===== config.mk =====
export PLATFORM = sky130hd
export DESIGN_NAME = snoop_mux_ot
export DESIGN_NICKNAME = d
export VERILOG_FILES = /design/src/rtl/snoop_mux_ot.sv
export SDC_FILE = /design/constraint.sdc
export NUM_CORES = 1
export LEC_CHECK = 0
export ABC_AREA = 1
export ABC_CLOCK_PERIOD_IN_PS = 5700
export CAP_MARGIN = 20
export CORE_UTILIZATION = 43
export DETAILED_ROUTE_END_ITERATION = 8
export PLACE_DENSITY = 0.95
export SLEW_MARGIN = 10
export SYNTH_ARGS = -nofsm -noshare
export SYNTH_HDL_FRONTEND = slang
export SYNTH_SLANG_ARGS = --single-unit

===== constraint.sdc =====
create_clock -name clk_i -period 5.7 [get_ports clk_i]
set_input_delay 1.425 -clock clk_i [delete_from_list [all_inputs] [get_ports clk_i]]
set_output_delay 1.425 -clock clk_i [all_outputs]
set_load 0.03 [all_outputs]

===== src/rtl/snoop_mux_ot.sv =====
// ACE snoop multiplexer: NoSlvPorts snoop slave ports onto one master port with up to MaxTrans snoops in flight.
// Define SNOOP_MUX_OT_PERF_EN to expose inflight_o and enable the embedded SVA checks.

typedef struct packed {
    logic [31:0] addr;
    logic [3:0]  snoop;
    logic [2:0]  prot;
} snoop_mux_ot_ac_t;

typedef logic [4:0] snoop_mux_ot_cr_t;

typedef struct packed {
    logic [31:0] data;
    logic        last;
} snoop_mux_ot_cd_t;

typedef struct packed {
    logic             ac_valid;
    snoop_mux_ot_ac_t ac;
    logic             cr_ready;
    logic             cd_ready;
} snoop_mux_ot_req_t;

typedef struct packed {
    logic             ac_ready;
    logic             cr_valid;
    snoop_mux_ot_cr_t cr_resp;
    logic             cd_valid;
    snoop_mux_ot_cd_t cd;
} snoop_mux_ot_resp_t;

module snoop_mux_ot_fifo #(
    parameter int unsigned Depth = 4,
    parameter int unsigned W     = 1
) (
    input  logic         clk_i,
    input  logic         rst_i,
    input  logic         push_i,
    input  logic [W-1:0] data_i,
    input  logic         pop_i,
    output logic [W-1:0] data_o,
    output logic         empty_o,
    output logic         full_o
);
    localparam int unsigned PtrW = (Depth > 1) ? $clog2(Depth) : 1;
    localparam int unsigned CntW = $clog2(Depth + 1);

    logic [PtrW-1:0] wr_q, wr_d, rd_q, rd_d;
    logic [CntW-1:0] cnt_q, cnt_d;
    logic [W-1:0]    mem_q [Depth];

    // Pointers wrap explicitly so Depth need not be a power of two.
    function automatic logic [PtrW-1:0] wrap_inc(input logic [PtrW-1:0] p);
        return (p == PtrW'(Depth - 1)) ? '0 : p + PtrW'(1);
    endfunction

    always_comb begin
        wr_d  = push_i ? wrap_inc(wr_q) : wr_q;
        rd_d  = pop_i  ? wrap_inc(rd_q) : rd_q;
        cnt_d = cnt_q + CntW'(push_i) - CntW'(pop_i);
    end

    always_ff @(posedge clk_i or posedge rst_i) begin
        if (rst_i) begin
            wr_q  <= '0;
            rd_q  <= '0;
            cnt_q <= '0;
        end else begin
            wr_q  <= wr_d;
            rd_q  <= rd_d;
            cnt_q <= cnt_d;
        end
    end

    always_ff @(posedge clk_i) begin
        if (push_i) mem_q[wr_q] <= data_i;
    end

    assign data_o  = mem_q[rd_q];
    assign empty_o = (cnt_q == '0);
    assign full_o  = (cnt_q == CntW'(Depth));

`ifdef SNOOP_MUX_OT_PERF_EN
    a_no_push_full: assert property (@(posedge clk_i) disable iff (rst_i) !(push_i && full_o));
    a_no_pop_empty: assert property (@(posedge clk_i) disable iff (rst_i) !(pop_i && empty_o));
`endif
endmodule

module snoop_mux_ot #(
    parameter type         ac_chan_t    = snoop_mux_ot_ac_t,
    parameter type         cr_chan_t    = snoop_mux_ot_cr_t,
    parameter type         cd_chan_t    = snoop_mux_ot_cd_t,
    parameter type         snoop_req_t  = snoop_mux_ot_req_t,
    parameter type         snoop_resp_t = snoop_mux_ot_resp_t,
    parameter int unsigned NoSlvPorts   = 2,
    parameter int unsigned MaxTrans     = 4,
    parameter bit          SpillAc      = 1'b1
) (
    input  logic                          clk_i,
    input  logic                          rst_i,
    input  snoop_req_t  [NoSlvPorts-1:0]  slv_reqs_i,
    output snoop_resp_t [NoSlvPorts-1:0]  slv_resps_o,
    output snoop_req_t                    mst_req_o,
    input  snoop_resp_t                   mst_resp_i
`ifdef SNOOP_MUX_OT_PERF_EN
    ,
    output logic [$clog2(MaxTrans+1)-1:0] inflight_o
`endif
);
    localparam int unsigned IdxW = $clog2(NoSlvPorts);
    localparam int unsigned CntW = $clog2(MaxTrans + 1);

    logic [IdxW-1:0] rr_q, rr_d, lock_idx_q, lock_idx_d, sel;
    logic            lock_q, lock_d, active_q, active_d, sel_found;
    logic            ac_block, arb_valid, arb_ready, arb_hs, mst_ac_valid;
    ac_chan_t        mst_ac;
    logic            cr_empty, cr_full, cd_empty, cd_full;
    logic [IdxW-1:0] cr_head, cd_head;
    logic            cr_dt, cr_stall, mst_cr_ready, mst_cd_ready, cr_hs, cd_hs;
    logic [CntW-1:0] cnt_q, cnt_d;
    cr_chan_t        mst_cr;
    cd_chan_t        mst_cd;

    assign mst_cr = mst_resp_i.cr_resp;
    assign mst_cd = mst_resp_i.cd;

    // Round-robin pick; a presented-but-unaccepted request stays locked until its handshake.
    always_comb begin
        sel       = lock_idx_q;
        sel_found = 1'b0;
        if (lock_q) begin
            sel_found = slv_reqs_i[lock_idx_q].ac_valid;
        end else begin
            for (int k = NoSlvPorts - 1; k >= 0; k--) begin
                if (slv_reqs_i[(int'(rr_q) + k) % NoSlvPorts].ac_valid) begin
                    sel       = IdxW'((int'(rr_q) + k) % NoSlvPorts);
                    sel_found = 1'b1;
                end
            end
        end
    end

    // Both block terms come from registered state, so a retire frees a slot only on the next cycle.
    assign ac_block  = (cnt_q == CntW'(MaxTrans)) || cr_full;
    assign arb_valid = sel_found && !ac_block && active_q;
    assign arb_hs    = arb_valid && arb_ready;

    always_comb begin
        active_d   = 1'b1;
        lock_d     = arb_valid && !arb_hs;
        lock_idx_d = lock_d ? sel : lock_idx_q;
        rr_d       = rr_q;
        if (arb_hs) rr_d = (sel == IdxW'(NoSlvPorts - 1)) ? '0 : sel + IdxW'(1);
    end

    always_ff @(posedge clk_i or posedge rst_i) begin
        if (rst_i) begin
            active_q   <= 1'b0;
            lock_q     <= 1'b0;
            lock_idx_q <= '0;
            rr_q       <= '0;
            cnt_q      <= '0;
        end else begin
            active_q   <= active_d;
            lock_q     <= lock_d;
            lock_idx_q <= lock_idx_d;
            rr_q       <= rr_d;
            cnt_q      <= cnt_d;
        end
    end

    if (SpillAc) begin : g_spill
        logic     vld_q, vld_d;
        ac_chan_t ac_q, ac_d;

        always_comb begin
            vld_d = vld_q;
            ac_d  = ac_q;
            if (vld_q && mst_resp_i.ac_ready) vld_d = 1'b0;
            if (arb_hs) begin
                vld_d = 1'b1;
                ac_d  = slv_reqs_i[sel].ac;
            end
        end

        always_ff @(posedge clk_i or posedge rst_i) begin
            if (rst_i) begin
                vld_q <= 1'b0;
                ac_q  <= '0;
            end else begin
                vld_q <= vld_d;
                ac_q  <= ac_d;
            end
        end

        assign arb_ready    = !vld_q || mst_resp_i.ac_ready;
        assign mst_ac_valid = vld_q;
        assign mst_ac       = vld_q ? ac_q : '0;
    end else begin : g_bypass
        assign arb_ready    = mst_resp_i.ac_ready;
        assign mst_ac_valid = arb_valid;
        assign mst_ac       = arb_valid ? slv_reqs_i[sel].ac : '0;
    end

    snoop_mux_ot_fifo #(.Depth(MaxTrans), .W(IdxW)) i_cr_fifo (
        .clk_i, .rst_i, .push_i(arb_hs), .data_i(sel), .pop_i(cr_hs),
        .data_o(cr_head), .empty_o(cr_empty), .full_o(cr_full)
    );

    snoop_mux_ot_fifo #(.Depth(MaxTrans), .W(IdxW)) i_cd_fifo (
        .clk_i, .rst_i, .push_i(cr_hs && cr_dt), .data_i(cr_head), .pop_i(cd_hs && mst_cd.last),
        .data_o(cd_head), .empty_o(cd_empty), .full_o(cd_full)
    );

    // A data-carrying CR needs a cd_fifo slot before it may complete.
    assign cr_dt        = mst_cr[0];
    assign cr_stall     = cr_dt && cd_full;
    assign mst_cr_ready = !cr_empty && slv_reqs_i[cr_head].cr_ready && !cr_stall;
    assign mst_cd_ready = !cd_empty && slv_reqs_i[cd_head].cd_ready;
    assign cr_hs        = mst_resp_i.cr_valid && mst_cr_ready;
    assign cd_hs        = mst_resp_i.cd_valid && mst_cd_ready;

    assign cnt_d = cnt_q + CntW'(arb_hs) - CntW'(cr_hs && !cr_dt) - CntW'(cd_hs && mst_cd.last);

    always_comb begin
        mst_req_o          = '0;
        mst_req_o.ac_valid = mst_ac_valid;
        mst_req_o.ac       = mst_ac;
        mst_req_o.cr_ready = mst_cr_ready;
        mst_req_o.cd_ready = mst_cd_ready;
        for (int i = 0; i < NoSlvPorts; i++) begin
            slv_resps_o[i]          = '0;
            slv_resps_o[i].ac_ready = arb_hs && (sel == IdxW'(i));
            if (!cr_empty && (cr_head == IdxW'(i)) && !cr_stall) begin
                slv_resps_o[i].cr_valid = mst_resp_i.cr_valid;
                slv_resps_o[i].cr_resp  = mst_resp_i.cr_valid ? mst_cr : '0;
            end
            if (!cd_empty && (cd_head == IdxW'(i))) begin
                slv_resps_o[i].cd_valid = mst_resp_i.cd_valid;
                slv_resps_o[i].cd       = mst_resp_i.cd_valid ? mst_cd : '0;
            end
        end
    end

`ifdef SNOOP_MUX_OT_PERF_EN
    assign inflight_o = cnt_q;
    a_cd_route: assert property (@(posedge clk_i) disable iff (rst_i) !(mst_req_o.cd_ready && cd_empty));
    a_cnt_max:  assert property (@(posedge clk_i) disable iff (rst_i) cnt_q <= CntW'(MaxTrans));
`endif
endmodule

# After elaboration in Yosys (flattened, before gate mapping)
# Memories as Yosys holds them, arrays and structs flattened.
# Index checks and enable logic that the tools add are counted.
[totals] in_bits=127 mem_count=2 latchBits=0 output_inout_bits=124 register_bits=61 mem_bits_rw=8 wordCells=116 rom_bits=0
[classes] addsub=13 order_cmp=6 shift=0 n_eq_ne=7 n_reduce_logical=34 mul=0 div=0 muxes=36 n_bitwise=3
[mem_list] name="i_cd_fifo.mem_q" depth=4 word_bits=1 rd=1 rd_ports_with_merged_regs=0 write_ports=1 line="50" text="logic [W-1:0] mem_q [Depth];"
[mem_list] name="i_cr_fifo.mem_q" depth=4 word_bits=1 rd=1 rd_ports_with_merged_regs=0 write_ports=1 line="50"
[ops] operator="$mux 42" count=6
[ops] operator="$mux 41" count=2
[ops] operator="$mux 34" count=2
[ops] operator="$mux 39" count=1
[ops] operator="$mux 33" count=1
[ops] operator="$logic_and 1x1->1" count=22
[ops] operator="$mux 1" count=15
[ops] operator="$lt 1x2->1 const B" count=6
[ops] operator="$mux 2" count=6
[ops] operator="$mux 6" count=2
[ops] operator="$sub 3x1->3" count=4
[ops] operator="$add 3x1->3" count=3
[ops] operator="$eq 3x3->1 const B" count=3
[ops] operator="$add 2x1->2 const B" count=4
[ops] operator="$eq 2x2->1 const B" count=4
[ops] operator="$logic_not 1->1" count=7
[ops] operator="$logic_not 3->1" count=2
[ops] operator="$mux 5" count=1
[ops] operator="$not 1->1" count=3
[ops] operator="$add 1x1->1 const B" count=2
[ops] operator="$logic_or 1x1->1" count=2
[ops] operator="$reduce_bool 2->1" count=1

# Longest topological paths before layout
[logic_depth] word_depth=12 mapped_depth=15 mapped_depth_nobuf=15

# Modules after synthesis
# From an unflattened synthesis, not the netlist that was laid out.
[unflattened] cells_unflattened=715 hier_area_um2=4631.9
[by_module_without_submodules] module="snoop_mux_ot" area_per_inst_um2=3418.3 cells_per_inst=579 seq_area_each_um2=1176.1 n_inst=1
[by_module_without_submodules] module="snoop_mux_ot_fifo" area_per_inst_um2=606.8 cells_per_inst=68 seq_area_each_um2=295.3 n_inst=2

# Least setup slack after synthesis
# No wires, ideal clock.
[synth_timing] path_kind="input -> output" start="input port slv_reqs_i[41] in the netlist's numbering" end="output port slv_resps_o[40] in the netlist's numbering" t_arrival_ns=2.390 cell_stages=7 required_time_ns=4.275 setup_slack_ns=1.885 path_buffers=1 cell_sequence="inv_1 a21oi_1 a21oi_1 nor2_2 nand2_2 buf_2 nor2_1"
[synth_rtl] item="start, declared" line="101" text="input snoop_req_t [NoSlvPorts-1:0] slv_reqs_i,"
[synth_rtl] item="end, declared" line="102" text="output snoop_resp_t [NoSlvPorts-1:0] slv_resps_o,"

==> impl_results.html <==
<table>
<tr><th>Metric</th><th>Value</th></tr>
<tr><th colspan="2">Die</th></tr>
<tr><td>FP Rows</td><td>37</td></tr>
<tr><td>Die outline width</td><td>approximately 110 um</td></tr>
<tr><td>Die extent in y</td><td>106 um</td></tr>
<tr><td>Area inside the core boundary</td><td>approximately 10000 um^2</td></tr>
<tr><td>Area of the die</td><td>roughly 11000 um^2</td></tr>
<tr><td>Top Ports</td><td>251</td></tr>
<tr><td>Initial Utilization</td><td>0.447</td></tr>
<tr><th colspan="2">STA</th></tr>
<tr><td>Relative max-transition margin</td><td>0.563</td></tr>
<tr><td>Min cycle time layout</td><td>slightly below 5 ns</td></tr>
<tr><td>Final hold vios</td><td>0</td></tr>
<tr><td>Clock skew</td><td>approximately 0.0083 ns</td></tr>
<tr><td>Final Cycle Share</td><td>0.849</td></tr>
<tr><td>Number of max-slew violations in the final report</td><td>0</td></tr>
<tr><td>Worst Setup Slack, final</td><td>around 0.86 ns</td></tr>
<tr><td>Setup violators final</td><td>0</td></tr>
<tr><td>Setup repair after global routing missed its margin</td><td>false</td></tr>
<tr><td>Setup_tns</td><td>0 ns</td></tr>
<tr><td>Final worst hold slack</td><td>slightly below 0.5 ns</td></tr>
<tr><td>Max Fclk</td><td>207 MHz</td></tr>
<tr><td>Worst Max-Slew Pin Slew</td><td>0.655 ns</td></tr>
<tr><th colspan="2">Synthesis</th></tr>
<tr><td>Fraction of the yosys area taken by sequential cells</td><td>0.381</td></tr>
<tr><td>Synthesized-area fraction occupied by xor and xnor cells</td><td>0.0113</td></tr>
<tr><td>Area of the mapped netlist</td><td>4640 um^2</td></tr>
<tr><td>Multiplexer share of the synthesized area</td><td>0</td></tr>
<tr><td>Post-synth net total</td><td>844</td></tr>
<tr><td>Number of standard cells after synthesis</td><td>~700</td></tr>
<tr><td>YS warnings</td><td>0</td></tr>
<tr><td>Simple-gate share of the synthesized area</td><td>0.389</td></tr>
<tr><td>Post-synthesis area per instance</td><td>6.66 um^2</td></tr>
<tr><td>Dominant combinational cell family by area after synthesis</td><td>simple AND/OR/NAND/NOR gates</td></tr>
<tr><td>Arithmetic-cell share of the synthesized area counting full adders, half adders and majority gates</td><td>0.0588</td></tr>
<tr><td>Unique masters post-synth</td><td>28</td></tr>
<tr><td>Post-synthesis sequential element count</td><td>a little under 70</td></tr>
<tr><td>Fraction of the mapped netlist area in compound gates</td><td>0.0111</td></tr>
<tr><th colspan="2">Power</th></tr>
<tr><td>Peak supply drop</td><td>0.278 mV</td></tr>
<tr><td>Switch share</td><td>0.492</td></tr>
<tr><td>Standby leakage power</td><td>slightly below 0.004 uW</td></tr>
<tr><td>Internal power component</td><td>around 1700 uW</td></tr>
<tr><td>PwrDens</td><td>approximately 460 nW/um^2</td></tr>
<tr><td>Relative contribution of sequential cells to total power</td><td>0.253</td></tr>
<tr><td>Combinational fraction of design power</td><td>0.621</td></tr>
<tr><td>Net Switching</td><td>1660 uW</td></tr>
<tr><td>Clk pwr share</td><td>0.125</td></tr>
<tr><th colspan="2">Finish</th></tr>
<tr><td>Count of nets after finishing</td><td>around 1100</td></tr>
<tr><td>Antenna diodes</td><td>0</td></tr>
<tr><td>Fillcell total</td><td>about 830</td></tr>
<tr><td>Area of all placed cells without fillers</td><td>around 7300 um^2</td></tr>
<tr><td>Share of the core filled with cells in the final layout</td><td>0.709</td></tr>
<tr><td>Fraction of layout cells with a size suffix above 1</td><td>0.0756</td></tr>
<tr><td>Area growth from synthesis to final layout</td><td>58.4%</td></tr>
<tr><th colspan="2">Global route</th></tr>
<tr><td>Overall routing resource usage</td><td>0.253</td></tr>
<tr><td>Initial antenna violation count</td><td>0</td></tr>
<tr><td>Maximum number of pins on one net before global-route repair</td><td>between 50 and 60</td></tr>
<tr><td>Wire length of the first global-routing pass</td><td>22200 um</td></tr>
<tr><td>Total global routing overflow</td><td>0</td></tr>
<tr><td>Via count of the first global-routing pass</td><td>~4800</td></tr>
<tr><th colspan="2">Hold path</th></tr>
<tr><td>Worst min-delay path category</td><td>register to register</td></tr>
<tr><td>WHS Path Cells</td><td>2</td></tr>
<tr><th colspan="2">Placed design</th></tr>
<tr><td>Final Wtd Congestion</td><td>0.875</td></tr>
<tr><td>HPWL reported at the end of detailed placement</td><td>about 11000 um</td></tr>
<tr><td>Cell area reported after detailed placement</td><td>7140 um^2</td></tr>
<tr><td>Count of buffers from port buffering</td><td>between 200 and 300</td></tr>
<tr><td>Setup Slack @ Placement</td><td>between 0.8 and 0.9 ns</td></tr>
<tr><th colspan="2">CTS</th></tr>
<tr><td>Setup Buffers After CTS</td><td>0</td></tr>
<tr><td>Number of H-tree levels</td><td>3</td></tr>
<tr><td>Num CTS Buffers</td><td>9</td></tr>
<tr><td>CTS tree</td><td>done</td></tr>
<tr><td>Number of buffers inserted by hold repair at cts</td><td>0</td></tr>
<tr><td>Maximum buffer depth of the clock tree</td><td>2</td></tr>
<tr><td>Buffer type at the clock tree root</td><td>sky130_fd_sc_hd__clkbuf_8</td></tr>
<tr><td>Clock latency on the worst-skew pair</td><td>about 0.35 ns</td></tr>
<tr><td>Clock-pin transition on the worst setup and hold timing paths</td><td>around 0.08 ns</td></tr>
<tr><td>CTS resizes</td><td>0</td></tr>
<tr><td>Clock tree sinks</td><td>between 60 and 70</td></tr>
<tr><th colspan="2">Run status</th></tr>
<tr><td>Outcome</td><td>finished clean</td></tr>
<tr><th colspan="2">Worst setup path</th></tr>
<tr><td>Reg-to-reg endpoint</td><td>cnt_q[2]</td></tr>
<tr><td>Element type at the critical path start</td><td>input port</td></tr>
<tr><td>CP required</td><td>4.28 ns</td></tr>
<tr><td>Worst Setup SP</td><td>mst_resp_i[34]</td></tr>
<tr><td>Worst path arrival time</td><td>~3.4 ns</td></tr>
<tr><td>Worst-path fanout max</td><td>6</td></tr>
<tr><td>RR Startpoint</td><td>g_spill.vld_q</td></tr>
<tr><td>Critical path endpoint</td><td>slv_resps_o[34]</td></tr>
<tr><td>Register-to-register path setup slack</td><td>approximately 2.6 ns</td></tr>
<tr><td>Worst setup EP type</td><td>primary output</td></tr>
<tr><td>Worst Reg-to-Reg Cells</td><td>13</td></tr>
<tr><td>Type of the setup path with the least slack</td><td>input port to primary output</td></tr>
<tr><th colspan="2">Drt</th></tr>
<tr><td>DR vias/cell</td><td>around 4.6</td></tr>
<tr><td>Routed wire length</td><td>14000 um</td></tr>
<tr><td>Count of unresolved DRC violations after routing</td><td>0</td></tr>
<tr><td>Number of DRC markers after the initial detailed-route iteration</td><td>240</td></tr>
<tr><td>Antenna Violating Nets Remaining</td><td>0</td></tr>
<tr><td>Detailed-route wire length per cell</td><td>roughly 13 um</td></tr>
<tr><td>Detailed-routing iteration count for the pre-antenna-repair pass</td><td>4</td></tr>
<tr><td>Via total after detailed routing</td><td>roughly 4900</td></tr>
<tr><th colspan="2">Flow run</th></tr>
<tr><td>Number of violations of the max-capacitance limit</td><td>0</td></tr>
</table>
==> flip-flops by register name (all words and copies together) (netlist names), 3 cells and up <==
| signal | flops |
|---|---|
| i_cr_fifo.cnt_q | 3 |
| i_cd_fifo.mem_q | 4 |
| cnt_q | 3 |
| i_cr_fifo.mem_q | 4 |
| i_cd_fifo.cnt_q | 3 |
| g_spill.ac_q | 39 |
==> power by group through the flow <==
| stage | clock [uW] | sequential (uW) | combinational, uW |
|---|---|---|---|
| after global placement | 0 | 851 | 2040 |
| final | 424 | 856 | 2100 |
| after global routing | 451 | 879 | 2300 |
| after CTS | 432 | 855 | 2120 |
| after detailed placement | 0 | 858 | 2110 |
| after floorplan | 0 | 826 | 1420 |
==> layer usage <==
| metal | vias up | wire, um | global-route usage |
|---|---|---|---|
| met3 | 31 | 1070 | 0.0662 |
| met5 | - | 0 | 0 |
| met2 | 209 | 7180 | 0.470 |
| met1 | 2212 | 5290 | 0.264 |
| met4 | 0 | 455 | 0.114 |
| li1 | 2468 | - | - |
==> Yosys cell counts <==
library cell	count	area, um^2
sky130_fd_sc_hd__nand2_1	317	1190
sky130_fd_sc_hd__inv_1	123	462
sky130_fd_sc_hd__dfrtp_1	61	1530
sky130_fd_sc_hd__nor2_1	61	229
sky130_fd_sc_hd__nor2_2	32	200
sky130_fd_sc_hd__ha_1	17	213
sky130_fd_sc_hd__buf_4	11	82.6
sky130_fd_sc_hd__buf_2	10	50.1
sky130_fd_sc_hd__nand3_1	10	50.1
sky130_fd_sc_hd__edfxtp_1	8	240
sky130_fd_sc_hd__buf_6	6	67.6
sky130_fd_sc_hd__xnor2_1	5	43.8
sky130_fd_sc_hd__inv_2	4	15.0
sky130_fd_sc_hd__nand4_1	4	25.0
sky130_fd_sc_hd__clkbuf_1	3	11.3
sky130_fd_sc_hd__fa_1	3	60.1
sky130_fd_sc_hd__nand2_2	3	18.8
sky130_fd_sc_hd__nand3_2	3	30.0
sky130_fd_sc_hd__o21ai_1	3	15.0
sky130_fd_sc_hd__a21oi_1	2	10.0
sky130_fd_sc_hd__nand2_4	2	22.5
sky130_fd_sc_hd__nand3b_1	2	15.0
sky130_fd_sc_hd__o21ai_0	2	10.0
sky130_fd_sc_hd__a21oi_4	1	16.3
sky130_fd_sc_hd__conb_1	1	3.75
sky130_fd_sc_hd__nand3_4	1	17.5
sky130_fd_sc_hd__or2_2	1	6.26
sky130_fd_sc_hd__xor2_1	1	8.76
==> logic make-up after synthesis <==
logic type,after synthesis
buf+inv,157
simple gates,436
xor+xnor,6
other cells,1
compound gates,8
flops,69
fa+ha+maj,20
==> worst max-delay path: stages <==
cell and delay, ns:
sky130_fd_sc_hd__clkdlybuf4s50_1 0.51, sky130_fd_sc_hd__nand3_1 0.13, sky130_fd_sc_hd__nand2_1 0.08, sky130_fd_sc_hd__nor2_2 0.24
sky130_fd_sc_hd__nand2_1 0.21, sky130_fd_sc_hd__nor2_1 0.13, sky130_fd_sc_hd__clkdlybuf4s50_1 0.69
==> how the worst min path moves through the flow <==
stage | slack [ns] | endpoint | start
floorplan | 0.45 | g_spill.ac_q[2] | g_spill.ac_q[2]
finish | 0.48 | g_spill.ac_q[38] | g_spill.ac_q[38]
global route | 0.50 | g_spill.ac_q[15] | g_spill.ac_q[15]
CTS | 0.49 | g_spill.ac_q[38] | g_spill.ac_q[38]
global placement | 0.46 | g_spill.ac_q[38] | g_spill.ac_q[38]
detailed placement | 0.47 | g_spill.ac_q[15] | g_spill.ac_q[15]
==> layout make-up <==
class	count	area, um^2	share of cell area
clock buffer	9	124	0.0169
clock inverter	7	82.6	0.0112
inverter	127	477	0.0649
multi-input combinational	471	2180	0.297
sequential	69	1770	0.240
tap	136	170	0.0232
timing repair buffer	256	2540	0.346
==> through the flow <==
stage / instances / total power, uW
6_report: 1075 / 3380
5_1_grt: 1075 / 3630
4_1_cts: 1075 / 3400
3_5_place_dp: 1059 / 2970
3_3_place_gp: 1059 / 2890
2_1_floorplan: 697 / 2240
==> layout by cell type (no fill, tap or decap), types with 7 or more instances in the layout <==
cell type,count
sky130_fd_sc_hd__nor2_2,32
sky130_fd_sc_hd__clkdlybuf4s50_1,249
sky130_fd_sc_hd__dfrtp_1,61
sky130_fd_sc_hd__inv_1,122
sky130_fd_sc_hd__nand2_1,317
sky130_fd_sc_hd__clkbuf_8,9
sky130_fd_sc_hd__buf_4,7
sky130_fd_sc_hd__nor2_1,61
sky130_fd_sc_hd__nand3_1,10
sky130_fd_sc_hd__edfxtp_1,8
sky130_fd_sc_hd__ha_1,17
Power figures use the tool's default switching activity.
